### src/rtl/decoder_driver_pkg.sv
// Shared definitions for decoder_driver: op codes, FSM states and the packed
// command word {op, flags, check, branch} carried through the command FIFO.
package decoder_driver_pkg;

  localparam int unsigned OP_W     = 2;
  localparam int unsigned FLAGS_W  = 4;
  localparam int unsigned BRANCH_W = 16;

  localparam logic [OP_W-1:0] OP_SET_FLAGS   = 2'd0;
  localparam logic [OP_W-1:0] OP_LOAD_BRANCH = 2'd1;
  localparam logic [OP_W-1:0] OP_STEP        = 2'd2;
  localparam logic [OP_W-1:0] OP_RSVD        = 2'd3;

  typedef enum logic [1:0] {
    ST_IDLE,
    ST_ISSUE,
    ST_WAIT
  } state_e;

  typedef struct packed {
    logic [OP_W-1:0]     op;
    logic [FLAGS_W-1:0]  flags;
    logic [FLAGS_W-1:0]  check;
    logic [BRANCH_W-1:0] branch;
  } cmd_t;

  localparam int unsigned CMD_W = $bits(cmd_t);

  function automatic cmd_t pack_cmd(
    input logic [OP_W-1:0]     op,
    input logic [FLAGS_W-1:0]  flags,
    input logic [FLAGS_W-1:0]  check,
    input logic [BRANCH_W-1:0] branch
  );
    cmd_t c;
    c.op     = op;
    c.flags  = flags;
    c.check  = check;
    c.branch = branch;
    return c;
  endfunction

endpackage

### src/rtl/decoder_driver_cmd_fifo.sv
// cmd_fifo: power-of-two deep synchronous FIFO with registered count.
// A push while full is honoured only when a pop happens in the same cycle.
module cmd_fifo #(
  parameter int unsigned DEPTH = 4,
  parameter int unsigned WIDTH = 8
) (
  input  logic                     clk,
  input  logic                     rst,
  input  logic                     push,
  input  logic [WIDTH-1:0]         din,
  input  logic                     pop,
  output logic [WIDTH-1:0]         dout,
  output logic                     full,
  output logic                     empty,
  output logic [$clog2(DEPTH):0]   count
);

  localparam int unsigned PTR_W = $clog2(DEPTH);
  localparam logic [PTR_W:0] FULL_CNT = (PTR_W + 1)'(DEPTH);

  logic [WIDTH-1:0] mem_q [DEPTH];
  logic [PTR_W-1:0] wr_ptr_q, wr_ptr_d;
  logic [PTR_W-1:0] rd_ptr_q, rd_ptr_d;
  logic [PTR_W:0]   count_q, count_d;
  logic             do_push, do_pop;

  always_comb begin
    do_pop   = pop && (count_q != '0);
    do_push  = push && ((count_q != FULL_CNT) || do_pop);
    wr_ptr_d = wr_ptr_q;
    rd_ptr_d = rd_ptr_q;
    count_d  = count_q;
    if (do_push) wr_ptr_d = wr_ptr_q + PTR_W'(1);
    if (do_pop)  rd_ptr_d = rd_ptr_q + PTR_W'(1);
    case ({do_push, do_pop})
      2'b10:   count_d = count_q + (PTR_W + 1)'(1);
      2'b01:   count_d = count_q - (PTR_W + 1)'(1);
      default: count_d = count_q;
    endcase
  end

  always_ff @(posedge clk or posedge rst) begin
    if (rst) begin
      wr_ptr_q <= '0;
      rd_ptr_q <= '0;
      count_q  <= '0;
    end else begin
      wr_ptr_q <= wr_ptr_d;
      rd_ptr_q <= rd_ptr_d;
      count_q  <= count_d;
    end
  end

  always_ff @(posedge clk) begin
    if (do_push) mem_q[wr_ptr_q] <= din;
  end

  assign dout  = mem_q[rd_ptr_q];
  assign full  = (count_q == FULL_CNT);
  assign empty = (count_q == '0);
  assign count = count_q;

endmodule

### src/rtl/decoder_driver.sv
// decoder_driver: queues commands and drives the decoder rx_* strobe protocol,
// capturing the PC on the ready handshake. Watchdog: DECODER_DRIVER_TIMEOUT_EN.
module decoder_driver
  import decoder_driver_pkg::*;
#(
  parameter int unsigned DEPTH          = 4,
  parameter int unsigned TIMEOUT_CYCLES = 255
) (
  input  logic                aclk,
  input  logic                areset,
  input  logic                enable,
  input  logic                s_valid,
  output logic                s_ready,
  input  logic [OP_W-1:0]     s_op,
  input  logic [FLAGS_W-1:0]  s_flags,
  input  logic [FLAGS_W-1:0]  s_check,
  input  logic [BRANCH_W-1:0] s_branch,
  output logic                tx_enable,
  output logic                tx_write_flags,
  output logic                tx_write_branch,
  output logic                tx_strobe,
  output logic [FLAGS_W-1:0]  tx_input_flags,
  output logic [FLAGS_W-1:0]  tx_check_flags,
  output logic [BRANCH_W-1:0] tx_branch,
  input  logic [BRANCH_W-1:0] rx_program_counter,
  input  logic                rx_ready,
  output logic [BRANCH_W-1:0] pc_out,
  output logic                pc_valid,
  output logic                busy,
  output logic                err_badop,
  output logic                err_timeout
);

  state_e                state_q, state_d;
  logic                  wf_q, wf_d, wb_q, wb_d, st_q, st_d;
  logic [FLAGS_W-1:0]    flags_q, flags_d, check_q, check_d;
  logic [BRANCH_W-1:0]   branch_q, branch_d, pc_q, pc_d;
  logic                  pcv_q, pcv_d, bad_q, bad_d;

  logic                  fifo_push, fifo_pop, fifo_full, fifo_empty;
  logic [CMD_W-1:0]      fifo_dout;
  logic [$clog2(DEPTH):0] fifo_count;
  cmd_t                  head;

  assign fifo_push = s_valid && s_ready;
  assign head      = cmd_t'(fifo_dout);

  cmd_fifo #(
    .DEPTH (DEPTH),
    .WIDTH (CMD_W)
  ) u_cmd_fifo (
    .clk   (aclk),
    .rst   (areset),
    .push  (fifo_push),
    .din   (pack_cmd(s_op, s_flags, s_check, s_branch)),
    .pop   (fifo_pop),
    .dout  (fifo_dout),
    .full  (fifo_full),
    .empty (fifo_empty),
    .count (fifo_count)
  );

`ifdef DECODER_DRIVER_TIMEOUT_EN
  localparam int unsigned TO_W = ($clog2(TIMEOUT_CYCLES + 1) < 8) ? 8 : $clog2(TIMEOUT_CYCLES + 1);
  logic [TO_W-1:0] cnt_q, cnt_d;
  logic            to_q, to_d;
`else
  // The limit only matters to the watchdog build.
  logic unused_timeout_cycles;
  assign unused_timeout_cycles = |TIMEOUT_CYCLES;
`endif

  always_comb begin
    state_d  = state_q;
    fifo_pop = 1'b0;
    wf_d     = 1'b0;
    wb_d     = 1'b0;
    st_d     = 1'b0;
    pcv_d    = 1'b0;
    bad_d    = 1'b0;
    flags_d  = flags_q;
    check_d  = check_q;
    branch_d = branch_q;
    pc_d     = pc_q;
`ifdef DECODER_DRIVER_TIMEOUT_EN
    cnt_d    = cnt_q;
    to_d     = 1'b0;
`endif
    case (state_q)
      ST_IDLE: begin
        if (enable && !fifo_empty) begin
          fifo_pop = 1'b1;
          // Pulse registers are set on the pop edge so they are high during ISSUE.
          case (head.op)
            OP_SET_FLAGS: begin
              flags_d = head.flags;
              check_d = head.check;
              wf_d    = 1'b1;
              state_d = ST_ISSUE;
            end
            OP_LOAD_BRANCH: begin
              branch_d = head.branch;
              wb_d     = 1'b1;
              state_d  = ST_ISSUE;
            end
            OP_STEP: begin
              st_d    = 1'b1;
              state_d = ST_ISSUE;
            end
            default: bad_d = 1'b1;
          endcase
        end
      end
      ST_ISSUE: begin
        state_d = ST_WAIT;
`ifdef DECODER_DRIVER_TIMEOUT_EN
        cnt_d = '0;
`endif
      end
      ST_WAIT: begin
        if (rx_ready) begin
          pc_d    = rx_program_counter;
          pcv_d   = 1'b1;
          state_d = ST_IDLE;
        end
`ifdef DECODER_DRIVER_TIMEOUT_EN
        else if (cnt_q == TO_W'(TIMEOUT_CYCLES - 1)) begin
          to_d    = 1'b1;
          state_d = ST_IDLE;
        end else begin
          cnt_d = cnt_q + TO_W'(1);
        end
`endif
      end
      default: state_d = ST_IDLE;
    endcase
  end

  always_ff @(posedge aclk or posedge areset) begin
    if (areset) begin
      state_q  <= ST_IDLE;
      wf_q     <= 1'b0;
      wb_q     <= 1'b0;
      st_q     <= 1'b0;
      flags_q  <= '0;
      check_q  <= '0;
      branch_q <= '0;
      pc_q     <= '0;
      pcv_q    <= 1'b0;
      bad_q    <= 1'b0;
`ifdef DECODER_DRIVER_TIMEOUT_EN
      cnt_q    <= '0;
      to_q     <= 1'b0;
`endif
    end else begin
      state_q  <= state_d;
      wf_q     <= wf_d;
      wb_q     <= wb_d;
      st_q     <= st_d;
      flags_q  <= flags_d;
      check_q  <= check_d;
      branch_q <= branch_d;
      pc_q     <= pc_d;
      pcv_q    <= pcv_d;
      bad_q    <= bad_d;
`ifdef DECODER_DRIVER_TIMEOUT_EN
      cnt_q    <= cnt_d;
      to_q     <= to_d;
`endif
    end
  end

  assign s_ready         = !fifo_full;
  assign tx_enable       = enable;
  assign tx_write_flags  = wf_q;
  assign tx_write_branch = wb_q;
  assign tx_strobe       = st_q;
  assign tx_input_flags  = flags_q;
  assign tx_check_flags  = check_q;
  assign tx_branch       = branch_q;
  assign pc_out          = pc_q;
  assign pc_valid        = pcv_q;
  assign err_badop       = bad_q;
  assign busy            = (state_q != ST_IDLE) || (fifo_count != '0);
`ifdef DECODER_DRIVER_TIMEOUT_EN
  assign err_timeout     = to_q;
`else
  assign err_timeout     = 1'b0;
`endif

endmodule

### config.mk
export PLATFORM = sky130hd
export DESIGN_NAME = decoder_driver
export DESIGN_NICKNAME = d
export VERILOG_FILES = /design/src/rtl/decoder_driver_pkg.sv /design/src/rtl/decoder_driver_cmd_fifo.sv /design/src/rtl/decoder_driver.sv
export SDC_FILE = /design/constraint.sdc
export NUM_CORES = 1
export LEC_CHECK = 0
export BUFFER_PORTS_ARGS = -buffer_cell sky130_fd_sc_hd__buf_2
export CAP_MARGIN = 10
export CORE_MARGIN = 2
export CORE_UTILIZATION = 45
export DETAILED_ROUTE_END_ITERATION = 16
export PLACE_DENSITY = 0.66
export SKIP_CTS_REPAIR_TIMING = 1
export SLEW_MARGIN = 20
export SYNTH_ARGS = -nofsm -noshare
export SYNTH_HDL_FRONTEND = slang
export SYNTH_SLANG_ARGS = --single-unit
### constraint.sdc
create_clock -name aclk -period 6.4 [get_ports aclk]
set_clock_uncertainty 0.2 [all_clocks]
set_input_delay 1.92 -clock aclk [delete_from_list [all_inputs] [get_ports aclk]]
set_output_delay 1.92 -clock aclk [all_outputs]
set_load 0.02 [all_outputs]
==> impl_results.md, run 1 <==
- Critical path peak fanout: 2
- Main flop type after synthesis: edfxtp_1
- Vias per inst: 4.94
- Std cell rows: 42
- I/O pin total: 96
- Inserted Clock Buffers: 17
- Power Dens Cells: 493 nW/um2
- Antenna violations before repair: 1
- Clk_lat worst skew: 410 ps
- Ys async rst share: 34.2%
- Root Buffer: clkbuf_16
- Most common cell after layout, fill and taps aside: edfxtp_1
- Final net count: 442
- Height of the chip: 119 um
- Clock Path Buffers: 2
- Most frequent cells in the layout: 104 x edfxtp_1, 94 x buf_2, 53 x dfrtp_1, 33 x mux2_2, 21 x mux4_2
- DR pass1 iterations: 4
- Global-route wire length before repair: 16.0 mm
- Max-Cap Viols: 0
- CP max-delay cell: buf_2
- Slew margin rel.: 35.2%
- Critical Setup Path Class: primary input to output port
- Required @ worst endpoint: 4280 ps
- Die width: 119 um
- Max incr delay on CP: 150 ps
- Initial drt markers: 114
- DIE AREA: 14200 um2
- CTS Sinks: 158
- Fmax: 0.233 GHz
- Vias in the first global route: 2950
- Count of final setup violators: 0
- Min-Delay Path Class: flip-flop to flip-flop
- Post-DP HPWL: 6.13 mm
- Final Cycle Share: 67.1%
- Synth area leaders: edfxtp_1 52%, dfrtp_1 23%, mux4_2 7.9%, mux2_2 6.2%, mux2_4 2.3%
- Share of post-route cells with drive strength above 1: 50.2%
- Crit start category: primary input
- Final wirelength: 10.2 mm
- Top cell type by total area after synthesis: edfxtp_1
- Final setup TNS: 0 ps
- Total track usage: 15.4%
- Peak VDD IR: 0.251 mV
- Synth Area per Inst: 21.4 um2
- #FFs+latches synth: 158
- Final worst slack: 2100 ps
- Placed Area: 6670 um2
- PortBufs: 94
- Vias: 2859
- Pin count of the biggest net entering global routing: 38
- Placement Setup Slack: 2100 ps
- Register area share after synthesis: 74.8%
- Critical Path AT: 2180 ps
- Clk pin slew, worst setup/hold paths: 60 ps
- Synth Cell Area: 5980 um2
- Starting Density: 45.7%
- Reg-to-reg setup timing slack: 3370 ps
- CP endpoint kind: output port
- Count of different cell masters after synthesis: 30
- Critical path buffers and inverters: 2
- Htree depth: 4
- CORE AREA: 13100 um2
- ANT nets after route: 0
- Synth-to-Final Area Change: 21.0%
- Post-synth EDFFs: 104
- CTS tree: built
- Final Max Tran Viols: 0
- Final RePlAce weighted congestion: 0.681
- Total gr overflow: 0
- Yosys warning total: 0
- Crit path cell chain: buf_2 > buf_2
- DR DRC count: 0
- Post-route cell area: 7240 um2
- Cells after Synth: 279
- Top cell by count, worst path: buf_2
- Syn nets: 332
- P_leak: 0.00286 uW
- WL/cell: 17.6 um
- Run status: complete, no violations
- Final min period: 4300 ps
- Top-area cell type share of the netlist area: 52.2%
- Worst Tran Pin Value: 973 ps
- Final Hold Vio Count: 0
- Unrepaired setup endpoints after global routing: no
- Cell family with most CP delay: buffers and inverters
[synth_stat cells, drive strengths merged, types with 2 or more instances]
| library cell | instances |
|---|---|
| edfxtp | 104 |
| dfrtp | 54 |
| mux2 | 42 |
| mux4 | 26 |
| inv | 9 |
| buf | 6 |
| and3 | 5 |
| ha | 5 |
| clkbuf | 4 |
| nor2 | 3 |
| xnor2 | 3 |
| xor2 | 3 |
| nor3b | 2 |
| or3b | 2 |
[final timing paths]
check / depth (start not counted) / endpoint / start
setup / recovery: 2 / tx_enable / enable
max in group asynchronous: 3 / u_cmd_fifo.rd_ptr_q[0]$_DFFE_PP0P_ / areset
setup reg to reg: 3 / tx_check_flags[3]$_DFFE_PP0P_ / u_cmd_fifo.rd_ptr_q[0]$_DFFE_PP0P_
hold reg to reg: 1 / u_cmd_fifo.count[2]$_DFFE_PP0P_ / u_cmd_fifo.count[2]$_DFFE_PP0P_
min in group asynchronous: 2 / pc_out[10]$_DFFE_PP0P_ / areset
hold / removal: 1 / u_cmd_fifo.count[2]$_DFFE_PP0P_ / u_cmd_fifo.count[2]$_DFFE_PP0P_
[final cells by class]
class                   count  area (um2)
inverters                   9        33.8
diodes                      1        2.50
multi-input cells         102        1410
clock inverters            13         114
clock buffers              19         453
flip-flops and latches    158        4480
repair buffers            101         523
well taps                 176         220
fillers                  1045        5850
[kinds of logic after synthesis]
family	after synthesis	synth area share, %
compound gates	1	0.0836
xor+xnor	6	0.879
fa+ha+maj	6	1.38
buf+inv	19	1.57
flops	158	74.8
mux	69	18.7
other cells	1	0.0627
simple gates	19	2.49
[registers in the layout, summed over array words and instances, names as in the netlist, 2 cells and up]
name                 count
u_cmd_fifo.count         3
tx_check_flags           4
u_cmd_fifo.wr_ptr_q      2
tx_input_flags           4
state_q                  2
pc_out                  16
u_cmd_fifo.rd_ptr_q      2
u_cmd_fifo.mem_q       104
tx_branch               16
[metal layers]
layer | global-route usage (%) | part of all wire, % | vias to the layer above
met5 | 0 | 0 | -
met2 | 24.3 | 50 | 90
met3 | 6.32 | 5.8 | 7
met1 | 19.9 | 44 | 1451
li1 | - | - | 1311
met4 | 4.19 | 0.73 | 0
[through the flow]
step / power (uW) / hold WS, ps / util [%] / instances
6_report: 3570 / 283 / 55.3 / 579
5_1_grt: 3760 / 310 / 55.3 / 578
4_1_cts: 3620 / 282 / 55.3 / 578
3_5_place_dp: 2670 / 275 / 50.9 / 546
3_3_place_gp: 2630 / 273 / 50.9 / 546
2_1_floorplan: 2330 / 255 / - / 279
[where the power goes]
group | internal, uW | switching (uW)
clock network | 555 | 386
registers | 1410 | 167
logic | 506 | 546
total | 2470 | 1100
Power figures use the tool's default switching activity.
==> run 2, diff against run 1 <==
==> constraint.sdc (replaced) <==
create_clock -name aclk -period 4.02 [get_ports aclk]
set_clock_uncertainty 0.2 [all_clocks]
set_input_delay 1.206 -clock aclk [delete_from_list [all_inputs] [get_ports aclk]]
set_output_delay 1.206 -clock aclk [all_outputs]
set_load 0.02 [all_outputs]
==> impl_results.md, run 2 (same netlist as run 1, synthesis figures left out) <==
- Run status: complete, no violations
- I/O pin total: 96
- Most common cell after layout, fill and taps aside: edfxtp_1
- Reg-to-reg setup timing slack: 1280 ps
- Register name with the most flops: u_cmd_fifo.mem_q
- Std cell rows: 42
- Worst Hold Path Cells: 1
- R2R depth: 3
- Final Cycle Share: 81.8%
- PortBufs: 94
- Post-DP HPWL: 6.49 mm
- Register area: 4480 um2
- Final net count: 443
- Top Metal Used: met4
- M1 WL: 4.40 mm
- Crit path cell chain: nor3_1 > nand2_1 > buf_2
- Inserted Clock Buffers: 17
- Global-route wire length before repair: 17.1 mm
- Worst Tran Pin Value: 884 ps
- DR pass1 iterations: 4
- Critical path buffers and inverters: 1
- P_leak: 0.00291 uW
- CTS Sinks: 158
- Clk pin slew, worst setup/hold paths: 60 ps
- Critical path peak fanout: 5
- Worst r2r src: u_cmd_fifo.rd_ptr_q[0]$_DFFE_PP0P_
- Power Dens Cells: 812 nW/um2
- Vias per inst: 4.98
- Critical Setup Path Class: flip-flop to output port
- Final setup TNS: 0 ps
- Die width: 119 um
- Multi-input gate area: 1410 um2
- ANT cells: 0
- DR WL met3: 669 um
- Core Util, Final: 56.1%
- Final min period: 3290 ps
- Max reg flops: 104
- Final worst slack: 733 ps
- Clock Path Buffers: 2
- Cell family with most CP delay: simple AND/OR/NAND/NOR gates
- Worst R2R End: tx_input_flags[2]$_DFFE_PP0P_
- Peak VDD IR: 0.421 mV
- Max incr delay on CP: 730 ps
- Unrepaired setup endpoints after global routing: no
- Pin count of the biggest net entering global routing: 41
- DP Cell Count: 547
- Total track usage: 16.3%
- CP endpoint kind: output port
- Antenna violations before repair: 1
- Root Buffer: clkbuf_16
- Vias: 2886
- Critical Path AT: 1880 ps
- Final Max Tran Viols: 0
- Placement Setup Slack: 452 ps
- Required @ worst endpoint: 2610 ps
- Most frequent cells in the layout: 104 x edfxtp_1, 94 x buf_2, 53 x dfrtp_1, 33 x mux2_2, 21 x mux4_2
- PnR Total Power: 5960 uW
- CP max-delay cell: nor3_1
- Vias in the first global route: 3171
- CORE AREA: 13100 um2
- DIE AREA: 14200 um2
- Min-Delay Path Class: flip-flop to flip-flop
- Fmax: 0.304 GHz
- DR DRC count: 0
- Slew margin rel.: 40.6%
- Worst hold endpoint: u_cmd_fifo.count[2]$_DFFE_PP0P_
- Starting Density: 45.7%
- Htree depth: 4
- CTS tree: built
- Crit start category: flip-flop
- Hold path start: u_cmd_fifo.count[2]$_DFFE_PP0P_
- DR WL met2: 5.41 mm
- WL/cell: 18.3 um
- Final RePlAce weighted congestion: 0.683
- Non-Filler Instances: 579
- Max-Cap Viols: 0
- Final Hold Vio Count: 0
- Total gr overflow: 0
- Height of the chip: 119 um
- Initial drt markers: 165
- Count of final setup violators: 0
- Final wirelength: 10.6 mm
- Clk_lat worst skew: 410 ps
- Share of post-route cells with drive strength above 1: 50.4%
- Fillers: 1020
- Synth-to-Final Area Change: 22.7%
- ANT nets after route: 0
run 2: cell types whose count changed in the layout (fill, tap and decap cells not counted), sizes merged:
cell      delta
clkinv       -1
clkinvlp     -2
diode        -1
buf          +1
inv          -1
bufinv       +4
run 2: routing by layer:
layer  vias up  track usage (%)
met5         -                0
met4         0             4.41
met3        11             6.80
met1      1479             19.6
met2        86             27.4
li1       1310                -
run 2: area by class of cell:
cell class,count,area share [%]
clock inverter,13,2.88
multi-input combinational,102,19.3
sequential,158,61.0
timing repair buffer,102,7.23
inverter,9,0.460
clock buffer,19,6.17
tap,176,3.00
run 2: worst max-delay path by stage:
stage,cells after the start,endpoint,from,slack [ps]
2_1_floorplan,9,u_cmd_fifo.count[2]$_DFFE_PP0P_,enable,660
3_3_place_gp,10,u_cmd_fifo.count[2]$_DFFE_PP0P_,enable,500
3_5_place_dp,10,u_cmd_fifo.count[2]$_DFFE_PP0P_,enable,450
4_1_cts,3,busy,u_cmd_fifo.count[0]$_DFFE_PP0P_,690
5_1_grt,3,busy,u_cmd_fifo.count[0]$_DFFE_PP0P_,510
6_report,3,busy,u_cmd_fifo.count[0]$_DFFE_PP0P_,730
run 2: report_power, final:
group / internal (uW) / switching (uW) / total, uW
clock: 1140 / 622 / 1760
sequential: 2240 / 257 / 2500
combinational: 811 / 889 / 1700
run 2: per-stage QoR:
stage / hold slack, ps / instance area (um2)
2_1_floorplan: 255 / 5980
3_3_place_gp: 275 / 6670
3_5_place_dp: 275 / 6670
4_1_cts: 286 / 7340
5_1_grt: 314 / 7340
6_report: 280 / 7340
==> run 3, diff against run 2 <==
--- a/config.mk
+++ b/config.mk
@@ -10,7 +10,7 @@
 export CORE_MARGIN = 2
 export CORE_UTILIZATION = 45
 export DETAILED_ROUTE_END_ITERATION = 16
-export PLACE_DENSITY = 0.66
+export PLACE_DENSITY = 0.68
 export SKIP_CTS_REPAIR_TIMING = 1
 export SLEW_MARGIN = 20
 export SYNTH_ARGS = -nofsm -noshare
==> constraint.sdc (replaced) <==
create_clock -name aclk -period 2.8 [get_ports aclk]
set_clock_uncertainty 0.2 [all_clocks]
set_input_delay 0.84 -clock aclk [delete_from_list [all_inputs] [get_ports aclk]]
set_output_delay 0.84 -clock aclk [all_outputs]
set_load 0.02 [all_outputs]
==> impl_results.md, run 3 (same netlist as run 1, synthesis figures left out) <==
- DIE AREA: 14200 um2
- Unrepaired setup endpoints after global routing: no
- Met1 Use GR: 19.9%
- Reg-to-reg setup timing slack: 360 ps
- Final Hold Vio Count: 0
- Vias per inst: 5.02
- Final Max Tran Viols: 0
- Htree depth: 4
- R2R depth: 9
- Critical path peak fanout: 6
- CP endpoint kind: output port
- Critical Path AT: 1510 ps
- Multi-input gate area: 1420 um2
- Starting Density: 45.7%
- CP max-delay cell: or3b_1
- Clock Path Buffers: 2
- CTS tree: built
- Placement Setup Slack: -99.5 ps
- Vias in the first global route: 3121
- Global-route wire length before repair: 16.5 mm
- Final Cycle Share: 91.0%
- Max-Cap Viols: 0
- Core Util, Final: 56.3%
- Peak VDD IR: 0.729 mV
- Power Dens Cells: 1140 nW/um2
- Max reg flops: 104
- CTS Sinks: 158
- Worst Tran Pin Value: 530 ps
- Fillers: 1001
- Critical path buffers and inverters: 1
- Clk pin slew, worst setup/hold paths: 60 ps
- Clk_lat worst skew: 410 ps
- Required @ worst endpoint: 1760 ps
- Cell family with most CP delay: simple AND/OR/NAND/NOR gates
- Critical Setup Path Class: flip-flop to output port
- Met3 usage: 4.84%
- Max incr delay on CP: 480 ps
- DP Cell Count: 557
- Global Route met2 Usage: 25.6%
- Height of the chip: 119 um
- Min-Delay Path Class: primary input to asynchronous set/reset pin
- Crit start category: flip-flop
- GRT Max-Usage Layer: met2
- Most frequent cells in the layout: 104 x edfxtp_1, 94 x buf_2, 53 x dfrtp_1, 33 x mux2_2, 21 x mux4_2
- Final worst slack: 251 ps
- Root Buffer: clkbuf_16
- Post-DP HPWL: 6.58 mm
- Register name with the most flops: u_cmd_fifo.mem_q
- Crit path cell chain: or3b_1 > buf_2
- Total gr overflow: 0
- Pin count of the biggest net entering global routing: 34
- DR pass1 iterations: 4
- Final RePlAce weighted congestion: 0.691
- Total track usage: 15.7%
- Inserted Clock Buffers: 17
- Antenna violations before repair: 1
- I/O pin total: 96
- PortBufs: 94
- DR DRC count: 0
- Final wirelength: 10.4 mm
- Die width: 119 um
- Final Hold Slack: 268 ps
- Fmax: 0.392 GHz
- Synth-to-Final Area Change: 23.2%
- Final min period: 2550 ps
- Slew margin rel.: 64.6%
- CORE AREA: 13100 um2
- Vias: 2961
- WL/cell: 17.6 um
- Count of final setup violators: 0
- PnR Total Power: 8390 uW
- Run status: complete, no violations
- Share of post-route cells with drive strength above 1: 52.1%
- Final net count: 453
- Register area: 4480 um2
- ANT nets after route: 0
- Non-Filler Instances: 590
- Std cell rows: 42
- P_leak: 0.00294 uW
- Initial drt markers: 150
- Most common cell after layout, fill and taps aside: edfxtp_1
- Levels on crit path: 2
-- run 3: final timing paths --
| path | from | end |
|---|---|---|
| min | areset | tx_branch[4]$_DFFE_PP0P_ |
| max in group asynchronous | areset | u_cmd_fifo.rd_ptr_q[0]$_DFFE_PP0P_ |
| max | u_cmd_fifo.count[0]$_DFFE_PP0P_ | s_ready |
| min in group aclk | u_cmd_fifo.count[2]$_DFFE_PP0P_ | u_cmd_fifo.count[2]$_DFFE_PP0P_ |
| min reg2reg | u_cmd_fifo.count[2]$_DFFE_PP0P_ | u_cmd_fifo.count[2]$_DFFE_PP0P_ |
| max reg2reg | u_cmd_fifo.count[0]$_DFFE_PP0P_ | u_cmd_fifo.count[2]$_DFFE_PP0P_ |
-- run 3: power breakdown --
group	internal, uW	total [uW]	leakage, uW	switching (uW)
Clock	1350	2280	0.000284	926
Sequential	3220	3530	0.00160	316
Combinational	1240	2580	0.00105	1340
Total	5800	8390	0.00294	2580
-- run 3: area by class of cell --
class	instances	share of cell area [%]
well taps	176	2.99
repair buffers	112	8.39
inverters	9	0.458
diodes	1	0.0340
clock inverters	14	2.14
flip-flops and latches	158	60.7
multi-input cells	102	19.3
clock buffers	18	5.96
-- run 3: per-stage QoR --
stage | TNS [ps] | instance area, um2
after global routing | 0 | 7370
after detailed placement | -99.5 | 6770
after global placement | -50.5 | 6770
after CTS | 0 | 7370
final | 0 | 7370
after floorplan | 0 | 5990
-- run 3: metal layers --
| layer | routed length, um | vias up |
|---|---|---|
| met3 | 602 | 12 |
| met5 | 17 | - |
| li1 | - | 1334 |
| met4 | 102 | 2 |
| met1 | 4420 | 1523 |
| met2 | 5250 | 90 |
